===== src/rtl/header_remover_if.sv =====
// Avalon-ST style stream bundle used on both sides of header_remover.
// master drives data/valid/sop/eop and samples ready; slave is the mirror image.
interface header_remover_if #(
  parameter int DATA_WIDTH = 32
) ();
  logic [DATA_WIDTH-1:0] data;
  logic                  valid;
  logic                  sop;
  logic                  eop;
  logic                  ready;

  modport master (output data, valid, sop, eop, input  ready);
  modport slave  (input  data, valid, sop, eop, output ready);
endinterface


===== src/rtl/header_remover.sv =====
// Strips a fixed multi-word header from each packet and checks it against
// expected_header; matching packets have their payload forwarded and re-framed.
//
// state   | meaning
// --------+---------------------------------------------------------------
// IDLE    | waiting for sop, non-sop beats are discarded
// HEADER  | collecting/comparing header words after word 0
// PAYLOAD | header matched, forwarding payload through the output register
// DROP    | header mismatched, consuming beats until eop
module header_remover #(
  parameter int DATA_WIDTH   = 32,
  parameter int HEADER_WIDTH = 256,
  parameter int CNT_WIDTH    = 16
) (
  input  logic                    clk,
  input  logic                    rst_n,
  input  logic [HEADER_WIDTH-1:0] expected_header,
  header_remover_if.slave         in_st,
  header_remover_if.master        out_st,
  output logic                    hdr_ok,
  output logic                    hdr_err,
  output logic                    short_err,
  output logic [CNT_WIDTH-1:0]    pkt_pass_cnt,
  output logic [CNT_WIDTH-1:0]    pkt_drop_cnt
);

  localparam int HDR_WORDS = HEADER_WIDTH / DATA_WIDTH;
  localparam int IDX_W     = (HDR_WORDS > 1) ? $clog2(HDR_WORDS) : 1;
  localparam logic [IDX_W-1:0] LAST_IDX = IDX_W'(HDR_WORDS - 1);

  typedef enum logic [1:0] {
    S_IDLE,
    S_HEADER,
    S_PAYLOAD,
    S_DROP
  } state_t;

  state_t                 state_q, state_d;
  logic [IDX_W-1:0]       widx_q, widx_d;
  logic                   mis_q, mis_d;
  logic                   first_q, first_d;
  logic [DATA_WIDTH-1:0]  out_data_q, out_data_d;
  logic                   out_valid_q, out_valid_d;
  logic                   out_sop_q, out_sop_d;
  logic                   out_eop_q, out_eop_d;
  logic                   hdr_ok_q, hdr_ok_d;
  logic                   hdr_err_q, hdr_err_d;
  logic                   short_err_q, short_err_d;
  logic [CNT_WIDTH-1:0]   pass_cnt_q, pass_cnt_d;
  logic [CNT_WIDTH-1:0]   drop_cnt_q, drop_cnt_d;

  logic                   in_ready;
  logic                   accept;
  logic                   hdr_beat;
  logic [IDX_W-1:0]       cmp_idx;
  logic                   mis_prev;
  logic                   mis_now;
  logic [DATA_WIDTH-1:0]  exp_words [HDR_WORDS];

  // Word 0 of the header is the most significant slice.
  for (genvar k = 0; k < HDR_WORDS; k++) begin : g_exp
    assign exp_words[k] = expected_header[HEADER_WIDTH-1-k*DATA_WIDTH -: DATA_WIDTH];
  end

  assign in_ready    = (state_q == S_PAYLOAD) ? (!out_valid_q || out_st.ready) : 1'b1;
  assign accept      = in_st.valid && in_ready;
  assign in_st.ready = in_ready;

  always_comb begin
    state_d     = state_q;
    widx_d      = widx_q;
    mis_d       = mis_q;
    first_d     = first_q;
    out_data_d  = out_data_q;
    out_valid_d = out_valid_q;
    out_sop_d   = out_sop_q;
    out_eop_d   = out_eop_q;
    hdr_ok_d    = 1'b0;
    hdr_err_d   = 1'b0;
    short_err_d = 1'b0;
    pass_cnt_d  = pass_cnt_q;
    drop_cnt_d  = drop_cnt_q;
    hdr_beat    = 1'b0;
    cmp_idx     = '0;
    mis_prev    = 1'b0;
    mis_now     = 1'b0;

    if (out_valid_q && out_st.ready) out_valid_d = 1'b0;

    case (state_q)
      S_IDLE: begin
        if (accept && in_st.sop) hdr_beat = 1'b1;
      end
      S_HEADER: begin
        if (accept) begin
          hdr_beat = 1'b1;
          if (in_st.sop) begin
            short_err_d = 1'b1;
            drop_cnt_d  = drop_cnt_d + CNT_WIDTH'(1);
          end else begin
            cmp_idx  = widx_q;
            mis_prev = mis_q;
          end
        end
      end
      S_PAYLOAD: begin
        if (in_st.valid && in_st.sop) begin
          // A stalled sop means the held word is the packet's last one.
          if (accept) hdr_beat = 1'b1;
          else        out_eop_d = 1'b1;
        end else if (accept) begin
          out_data_d  = in_st.data;
          out_valid_d = 1'b1;
          out_sop_d   = first_q;
          out_eop_d   = in_st.eop;
          first_d     = 1'b0;
          if (in_st.eop) state_d = S_IDLE;
        end
      end
      S_DROP: begin
        if (accept) begin
          if (in_st.sop)      hdr_beat = 1'b1;
          else if (in_st.eop) state_d  = S_IDLE;
        end
      end
      default: state_d = S_IDLE;
    endcase

    if (hdr_beat) begin
      mis_now = mis_prev | (in_st.data != exp_words[cmp_idx]);
      if (cmp_idx == LAST_IDX) begin
        if (!mis_now) begin
          hdr_ok_d   = 1'b1;
          pass_cnt_d = pass_cnt_q + CNT_WIDTH'(1);
          first_d    = 1'b1;
          state_d    = in_st.eop ? S_IDLE : S_PAYLOAD;
        end else begin
          hdr_err_d  = 1'b1;
          drop_cnt_d = drop_cnt_d + CNT_WIDTH'(1);
          state_d    = in_st.eop ? S_IDLE : S_DROP;
        end
      end else if (in_st.eop) begin
        short_err_d = 1'b1;
        drop_cnt_d  = drop_cnt_d + CNT_WIDTH'(1);
        state_d     = S_IDLE;
      end else begin
        state_d = S_HEADER;
        widx_d  = cmp_idx + IDX_W'(1);
        mis_d   = mis_now;
      end
    end
  end

  always_ff @(posedge clk or negedge rst_n) begin
    if (!rst_n) begin
      state_q     <= S_IDLE;
      widx_q      <= '0;
      mis_q       <= 1'b0;
      first_q     <= 1'b0;
      out_data_q  <= '0;
      out_valid_q <= 1'b0;
      out_sop_q   <= 1'b0;
      out_eop_q   <= 1'b0;
      hdr_ok_q    <= 1'b0;
      hdr_err_q   <= 1'b0;
      short_err_q <= 1'b0;
      pass_cnt_q  <= '0;
      drop_cnt_q  <= '0;
    end else begin
      state_q     <= state_d;
      widx_q      <= widx_d;
      mis_q       <= mis_d;
      first_q     <= first_d;
      out_data_q  <= out_data_d;
      out_valid_q <= out_valid_d;
      out_sop_q   <= out_sop_d;
      out_eop_q   <= out_eop_d;
      hdr_ok_q    <= hdr_ok_d;
      hdr_err_q   <= hdr_err_d;
      short_err_q <= short_err_d;
      pass_cnt_q  <= pass_cnt_d;
      drop_cnt_q  <= drop_cnt_d;
    end
  end

  assign out_st.data  = out_data_q;
  assign out_st.valid = out_valid_q;
  assign out_st.sop   = out_sop_q;
  assign out_st.eop   = out_eop_q;
  assign hdr_ok       = hdr_ok_q;
  assign hdr_err      = hdr_err_q;
  assign short_err    = short_err_q;
  assign pkt_pass_cnt = pass_cnt_q;
  assign pkt_drop_cnt = drop_cnt_q;

endmodule


===== src/flat_wrapper.sv =====
// flat-port wrapper written by rule: the top's interface ports become plain ports
module header_remover_flat 
#(
  parameter int DATA_WIDTH   = 32,
  parameter int HEADER_WIDTH = 256,
  parameter int CNT_WIDTH    = 16
)
  (clk, rst_n, expected_header, hdr_ok, hdr_err, short_err, pkt_pass_cnt, pkt_drop_cnt, in_st_data, in_st_valid, in_st_sop, in_st_eop, in_st_ready, out_st_data, out_st_valid, out_st_sop, out_st_eop, out_st_ready);
  header_remover_if #(.DATA_WIDTH(DATA_WIDTH)) in_st_i ();
  header_remover_if #(.DATA_WIDTH(DATA_WIDTH)) out_st_i ();
  input  logic clk;
  input  logic rst_n;
  input  logic [HEADER_WIDTH-1:0] expected_header;
  output logic hdr_ok;
  output logic hdr_err;
  output logic short_err;
  output logic [CNT_WIDTH-1:0] pkt_pass_cnt;
  output logic [CNT_WIDTH-1:0] pkt_drop_cnt;
  input wire logic [$bits(in_st_i.data)-1:0] in_st_data;
  input wire logic [$bits(in_st_i.valid)-1:0] in_st_valid;
  input wire logic [$bits(in_st_i.sop)-1:0] in_st_sop;
  input wire logic [$bits(in_st_i.eop)-1:0] in_st_eop;
  output wire logic [$bits(in_st_i.ready)-1:0] in_st_ready;
  output wire logic [$bits(out_st_i.data)-1:0] out_st_data;
  output wire logic [$bits(out_st_i.valid)-1:0] out_st_valid;
  output wire logic [$bits(out_st_i.sop)-1:0] out_st_sop;
  output wire logic [$bits(out_st_i.eop)-1:0] out_st_eop;
  input wire logic [$bits(out_st_i.ready)-1:0] out_st_ready;
  assign in_st_i.data = in_st_data;
  assign in_st_i.valid = in_st_valid;
  assign in_st_i.sop = in_st_sop;
  assign in_st_i.eop = in_st_eop;
  assign in_st_ready = in_st_i.ready;
  assign out_st_data = out_st_i.data;
  assign out_st_valid = out_st_i.valid;
  assign out_st_sop = out_st_i.sop;
  assign out_st_eop = out_st_i.eop;
  assign out_st_i.ready = out_st_ready;
  header_remover #(.DATA_WIDTH(DATA_WIDTH), .HEADER_WIDTH(HEADER_WIDTH), .CNT_WIDTH(CNT_WIDTH)) u_core (.clk(clk), .rst_n(rst_n), .expected_header(expected_header), .in_st(in_st_i), .out_st(out_st_i), .hdr_ok(hdr_ok), .hdr_err(hdr_err), .short_err(short_err), .pkt_pass_cnt(pkt_pass_cnt), .pkt_drop_cnt(pkt_drop_cnt));
endmodule

===== config.mk =====
export PLATFORM = sky130hd
export DESIGN_NAME = header_remover_flat
export DESIGN_NICKNAME = d
export VERILOG_FILES = /design/src/rtl/header_remover_if.sv /design/src/rtl/header_remover.sv /design/src/flat_wrapper.sv
export SDC_FILE = /design/constraint.sdc
export NUM_CORES = 1
export LEC_CHECK = 0
export CAP_MARGIN = 5
export CORE_AREA = 2 2 144 146
export CTS_CLUSTER_SIZE = 30
export DETAILED_ROUTE_END_ITERATION = 12
export DIE_AREA = 0 0 146 148
export GPL_TIMING_DRIVEN = 0
export PLACE_DENSITY_LB_ADDON = 0.15
export SLEW_MARGIN = 20
export SYNTH_ARGS = -nofsm -noshare
export SYNTH_HDL_FRONTEND = slang
export SYNTH_SLANG_ARGS = --single-unit
export TNS_END_PERCENT = 50

===== constraint.sdc =====
create_clock -name clk -period 7.9 [get_ports clk]
set_clock_uncertainty 0.2 [all_clocks]
set_input_delay 1.58 -clock clk [delete_from_list [all_inputs] [get_ports clk]]
set_output_delay 1.58 -clock clk [all_outputs]
set_load 0.01 [all_outputs]

**Word level (Yosys, flattened, before mapping)**

Cells that the tools add are included.

- Bits of input ports: 294
- Flip-flop bits (word level): 77
- Output and inout bits: 71

- Add/subtract/negate cells: 4
- Order comparisons: 1
- Equal/unequal tests: 10
- Reductions and logical operators: 14
- Bitwise operators: 6
- Mux-type cells: 58

Operators by type and width:

| cell | number |
|---|---|
| 16-bit 2-to-1 mux | 7 |
| 32-bit binary-select mux with 3-bit select | 1 |
| 32-bit 2-to-1 mux | 2 |
| 16-bit by 1-bit adder with 16-bit output, second input constant | 3 |
| 1-bit 2-to-1 mux | 33 |
| 32-bit != test | 1 |
| 2-bit 2-to-1 mux | 10 |
| 3-bit AND reduction | 4 |
| 3-bit 2-to-1 mux | 3 |
| 3-bit by 1-bit != test with 1-bit output, second input constant | 2 |
| 3-bit by 2-bit != test with 1-bit output, second input constant | 2 |
| 5-bit AND reduction | 1 |
| 2-bit equality test, second input constant | 2 |
| 4-bit >= comparator, second input constant | 1 |
| 1-bit logical AND | 4 |
| 1-bit NOT | 4 |
| 3-bit NOT with 4-bit output | 1 |
| 1-bit one-hot mux with 4 select lines | 1 |
| 2-bit one-hot mux with 2 select lines | 1 |
| 3-bit by 1-bit adder with 3-bit output, second input constant | 1 |
| 3-bit equality test, second input constant | 1 |
| 3-bit nonzero test | 1 |
| 2-bit by 1-bit equality test with 1-bit output, second input constant | 1 |
| 2-bit zero test | 1 |
| other kinds (5) | 5 |

**Logic depth before layout (Yosys ltp)**

- Depth after elaboration: 15
- Depth in mapped cells: 17

**Worst setup path before layout**

Ideal clock, no wire load.

- Path kind: input to register
- Start: input in_st_sop
- End: register u_core.pass_cnt_q[4], in the netlist u_core.pkt_pass_cnt[4]
- Cell stages on the path: 12
- Path slack: 3.213 ns
- Setup time: 0.128 ns
- Arrival time: 4.359 ns
- Buffers on the path: 2
- Path through: and4bb_1 buf_6 buf_6 a21boi_0 o311ai_1 a21oi_1 or4_1 nor4b_1 o2111a_2 nand4_4 or4_4 xnor2_2

- Word-level cells in the longest chain between the ends: 11
- Elaborated cells on any way between the ends: 22

RTL lines:

| item | RTL line | source |
|---|---|---|
| start, declared | flat_wrapper.sv:21 | `input wire logic [$bits(in_st_i.sop)-1:0] in_st_sop;` |
| 3-bit 2-to-1 mux | header_remover.sv:97 | `if (in_st.sop) begin` |
| 3-bit 2-to-1 mux | header_remover.sv:95 | `if (accept) begin` |
| 3-bit 2-to-1 mux | header_remover.sv:90 | `case (state_q)` |
| 3-bit NOT with 4-bit output (implied by the code) | header_remover.sv:130 | `mis_now = mis_prev \| (in_st.data != exp_words[cmp_idx]);` |
| 32-bit binary-select mux with 3-bit select | header_remover.sv:130 |  |
| 32-bit 2-to-1 mux (implied by the code) (2 in a row) | header_remover.sv:130 |  |
| 32-bit != test | header_remover.sv:130 |  |
| 1-bit bitwise OR | header_remover.sv:130 |  |
| 1-bit NOT (no line) | - |  |
| 3-bit AND reduction (no line) * | - |  |
| end signal, assigned | header_remover.sv:181 | `pass_cnt_q <= pass_cnt_d;` |
| end, declared | header_remover.sv:49 | `logic [CNT_WIDTH-1:0] pass_cnt_q, pass_cnt_d;` |

Mark *: on every way between the ends. The rest lies on a longest branch, timed or not. The select of a mux whose other input is x is not followed.
A chain may end at the register's enable or synchronous reset.

**Final worst setup path**

- Start: input in_st_valid
- End: register u_core.pass_cnt_q[4], in the netlist u_core.pkt_pass_cnt[4]

- Word-level cells in the longest chain between the ends: 11
- Elaborated cells on any way between the ends: 21

RTL lines:

| item | RTL line | source |
|---|---|---|
| start, declared | flat_wrapper.sv:20 | `input wire logic [$bits(in_st_i.valid)-1:0] in_st_valid;` |
| 1-bit logical AND | header_remover.sv:66 | `assign accept = in_st.valid && in_ready;` |
| 3-bit 2-to-1 mux | header_remover.sv:95 |  |
| 3-bit 2-to-1 mux | header_remover.sv:90 |  |
| 3-bit NOT with 4-bit output (implied by the code) | header_remover.sv:130 |  |
| 32-bit binary-select mux with 3-bit select | header_remover.sv:130 |  |
| 32-bit 2-to-1 mux (implied by the code) (2 in a row) | header_remover.sv:130 |  |
| 32-bit != test | header_remover.sv:130 |  |
| 1-bit bitwise OR | header_remover.sv:130 |  |
| 1-bit NOT (no line) | - |  |
| 3-bit AND reduction (no line) * | - |  |

Marks and branches as above.

==> run_results.csv <==
group,metric,value,unit
status,status,"finished clean",
critical_path,crit_chain,"clkdlybuf4s50_1 -> and4bb_1 -> buf_6 -> nand2_2 -> inv_2 -> buf_2 -> buf_2 -> o21ai_0 -> o22ai_1 -> xor2_1 -> nor4b_1 -> o2111a_2 -> nand4_4 -> or4_4 -> xnor2_2",
global_route,grt_max_degree,51,
power_and_ir_drop,total_power,1417,µW
clocking,cts_buffer_depth,2,
global_route,grt_first_pass_wirelength,51.27,mm
critical_path,slowest_delay,0.66,ns
clocking,tritoncts,"built",
logic_synthesis,ys_ff_latch,77,
critical_path,startpoint_type,"input pin",
clocking,postCtsHoldBufs,0,
floorplan,fp.dieW,146,µm
place,hpwl,27.89,mm
logic_synthesis,yosysMostFrequentCell,"dfrtp_1",
clocking,h-tree-depth,3,
layout,drive_gt1_share,9.292,%
logic_synthesis,ys_async_sr_fraction,100.0,%
floorplan,fp.coreArea,20040,µm²
critical_path,cpLargestDelayFamily,"simple AND/OR/NAND/NOR gates",
global_route,antenna_found_initial,16,
logic_synthesis,ys_types,71,
logic_synthesis,ys.flop_type,"dfrtp_1",
layout,layout.nets,1468,
logic_synthesis,synth_top_area_share,28.28,%
floorplan,rows,52,
global_route,grtUsageTotal,31.56,%
route,wl,35.27,mm
layout,multi_input_area,4517,µm²
route,wl_per_cell,24.21,µm
sta,relSlewSlack,34.98,%
clocking,cts_buffers,9,
clocking,clkLatencyLatePin,0.33,ns
critical_path,slowest_stage,"clkdlybuf4s50_1",
layout,fillers,1943,
critical_path,crit_fanout,10,
power_and_ir_drop,p_per_area,126.7,nW/µm²
sta,worst_pin_slew,0.9734,ns
critical_path,end_kind,"flip-flop",
floorplan,dieArea,21610,µm²
power_and_ir_drop,vdd_ir_drop_max,0.1770,mV
layout,synthToLayoutAreaGrowth,64.19,%
floorplan,initial_core_util,34.00,%
route,num_vias,8288,
logic_synthesis,synth-edff-count,0,
route,drc,0,
logic_synthesis,synth_top_cell_by_area,"dfrtp_1",
place,routabilityCongestion,0.9713,
critical_path,worst-setup-path-type,"input pin to flip-flop",
logic_synthesis,syn_inst,792,
logic_synthesis,synth_seq_area_share,28.28,%
route,drtPass1Iterations,5,
logic_synthesis,synth_area_leaders,"dfrtp_1 (28%), mux2_2 (8.1%), mux2i_1 (5.0%), xor2_1 (4.6%), xnor2_1 (4.2%)",
logic_synthesis,syn-num-nets,1092,
route,vias_per_cell,5.688,
logic_synthesis,synthTopCellsByCount,"dfrtp_1 (77), nand3_1 (54), nand2_1 (52)",
floorplan,io_pins,365,
route,ant_nets,0,
sta,rsz0062_at_grt,"false",
run,cap_violations,0,
power_and_ir_drop,p_leak,0.004511,µW
sta,finalSetupViolations,0,
sta,slew_viol_final,0,
global_route,overflow,0,
clocking,cts_sinks,77,
place,io_buffers,364,
clocking,cts_root_buf,"clkbuf_16",
critical_path,cp.required,7.91,ns
sta,hold_viol_final,0,
sta,fin_crit,6.454,ns
route,drtIter0Drc,575,
sta,setup_tns,0,ns
layout,ff_latch_area,1927,µm²
logic_synthesis,syn_avg_cell_area,8.602,µm²
clocking,cts.repair.resized,0,
critical_path,cp_common_cell,"buf_2",
clocking,post_cts_buffers,0,
sta,max_freq,155.0,MHz
critical_path,crit_buf_inv,5,
sta,finalCritPeriodShare,81.69,%
global_route,grt_pass1_vias,8036,
floorplan,fp.dieH,148,µm
critical_path,cp.arrival,6.47,ns
logic_synthesis,yosys_warnings,0,
clocking,clk_pin_slew_worst_paths,0.06,ns
hold_path,hold_path.class,"flip-flop to flip-flop",
logic_synthesis,synth_area,6813,µm²
==> registers in the layout, indices dropped and copies added (netlist names) <==
| signal | flops |
|---|---|
| u_core.out_st.eop | 1 |
| u_core.widx_q | 3 |
| u_core.pkt_pass_cnt | 16 |
| u_core.mis_q | 1 |
| u_core.hdr_ok | 1 |
| u_core.out_st.data | 32 |
| u_core.short_err | 1 |
| u_core.first_q | 1 |
| u_core.out_st.valid | 1 |
| u_core.hdr_err | 1 |
| u_core.state_q | 2 |
| u_core.out_st.sop | 1 |
| u_core.pkt_drop_cnt | 16 |
==> cell type report <==
| cell class | instances | share of cell area [%] |
|---|---|---|
| inverter | 17 | 0.5705 |
| clock inverter | 6 | 0.8277 |
| buffer | 66 | 2.729 |
| timing repair buffer | 365 | 32.80 |
| sequential | 77 | 17.23 |
| multi-input combinational | 632 | 40.38 |
| antenna | 14 | 0.3132 |
| clock buffer | 10 | 2.136 |
| tap | 270 | 3.020 |
==> worst register-to-register path, stage by stage, from the launching register on <==
cell and delay [ns]:
dfrtp_1 0.45, and4bb_1 0.31, buf_6 0.17, nand2_2 0.21, inv_2 0.19, buf_2 0.33, buf_2 0.38, o21ai_0 0.19
o22ai_1 0.40, xor2_1 0.12, nor4b_1 0.62, o2111a_2 0.42, nand4_4 0.21, or4_4 0.58, xnor2_2 0.14
==> kinds of logic (layout without fill, tap and decap cells) <==
logic type,count (synthesis),in the layout,synth area share [%]
mux,85,85,13.76
simple gates,264,264,21.19
flops,77,77,28.28
other cells,0,14,0
xor+xnor,70,70,9.109
fa+ha+maj,6,6,1.102
compound gates,207,207,21.14
buf+inv,83,464,5.418
==> per-layer routing <==
layer,GRT usage (%),vias up,share of wire [%]
li1,-,3754,-
met1,37.99,4008,39
met2,52.76,447,48
met3,8.117,77,8.9
met4,15.24,2,3.9
met5,0,-,0.048
==> power breakdown <==
group          total (µW)  internal, µW  switching (µW)
Combinational         517           272             245
Sequential            433           412            21.6
Clock                 467           288             179
==> through the flow <==
step / setup slack, ns / hold WS, ns / cell area, µm² / utilization [%] / cells
4_1_cts: 1.680 / 0.2759 / 11150 / 55.64 / 1443
5_1_grt: 1.372 / 0.2920 / 11180 / 55.79 / 1455
3_3_place_gp: 1.291 / 0.2561 / 10790 / 53.86 / 1426
2_1_floorplan: 3.213 / 0.2458 / 6813 / - / 792
6_report: 1.447 / 0.2693 / 11190 / 55.82 / 1457
3_5_place_dp: 1.308 / 0.2567 / 10820 / 53.99 / 1427
==> final timing paths <==
| check | depth (start not counted) | start | slack (ns) | end |
|---|---|---|---|---|
| hold / removal | 1 | u_core.pkt_pass_cnt[15]$_DFFE_PN0P_ | 0.27 | u_core.pkt_pass_cnt[15]$_DFFE_PN0P_ |
| setup reg to reg | 14 | u_core.state_q[1]$_DFFE_PN0P_ | 2.85 | u_core.pkt_pass_cnt[4]$_DFFE_PN0P_ |
| max in group asynchronous | 2 | rst_n | 5.91 | u_core.out_st.data[23]$_DFFE_PN0P_ |
| min in group asynchronous | 1 | rst_n | 0.98 | u_core.pkt_drop_cnt[10]$_DFF_PN0_ |
| setup / recovery | 15 | in_st_valid | 1.45 | u_core.pkt_pass_cnt[4]$_DFFE_PN0P_ |
| hold reg to reg | 1 | u_core.pkt_pass_cnt[15]$_DFFE_PN0P_ | 0.27 | u_core.pkt_pass_cnt[15]$_DFFE_PN0P_ |
==> cell usage in the layout, fill, tap and decap left out, types with 10 or more instances in the layout <==
master	count
o21ai_0	42
a21oi_1	30
diode_2	14
clkbuf_1	34
a21boi_0	20
o311ai_1	10
mux2i_1	34
clkdlybuf4s50_1	363
nand2_1	52
a31oi_1	11
nand3_1	54
and3_1	45
nor2_1	26
nor4_1	11
buf_2	22
mux2_2	49
xor2_1	36
dfrtp_1	77
a211oi_1	23
xnor2_1	33
inv_1	13
nor3_1	19
No activity file was read; power rests on OpenSTA's default activity.
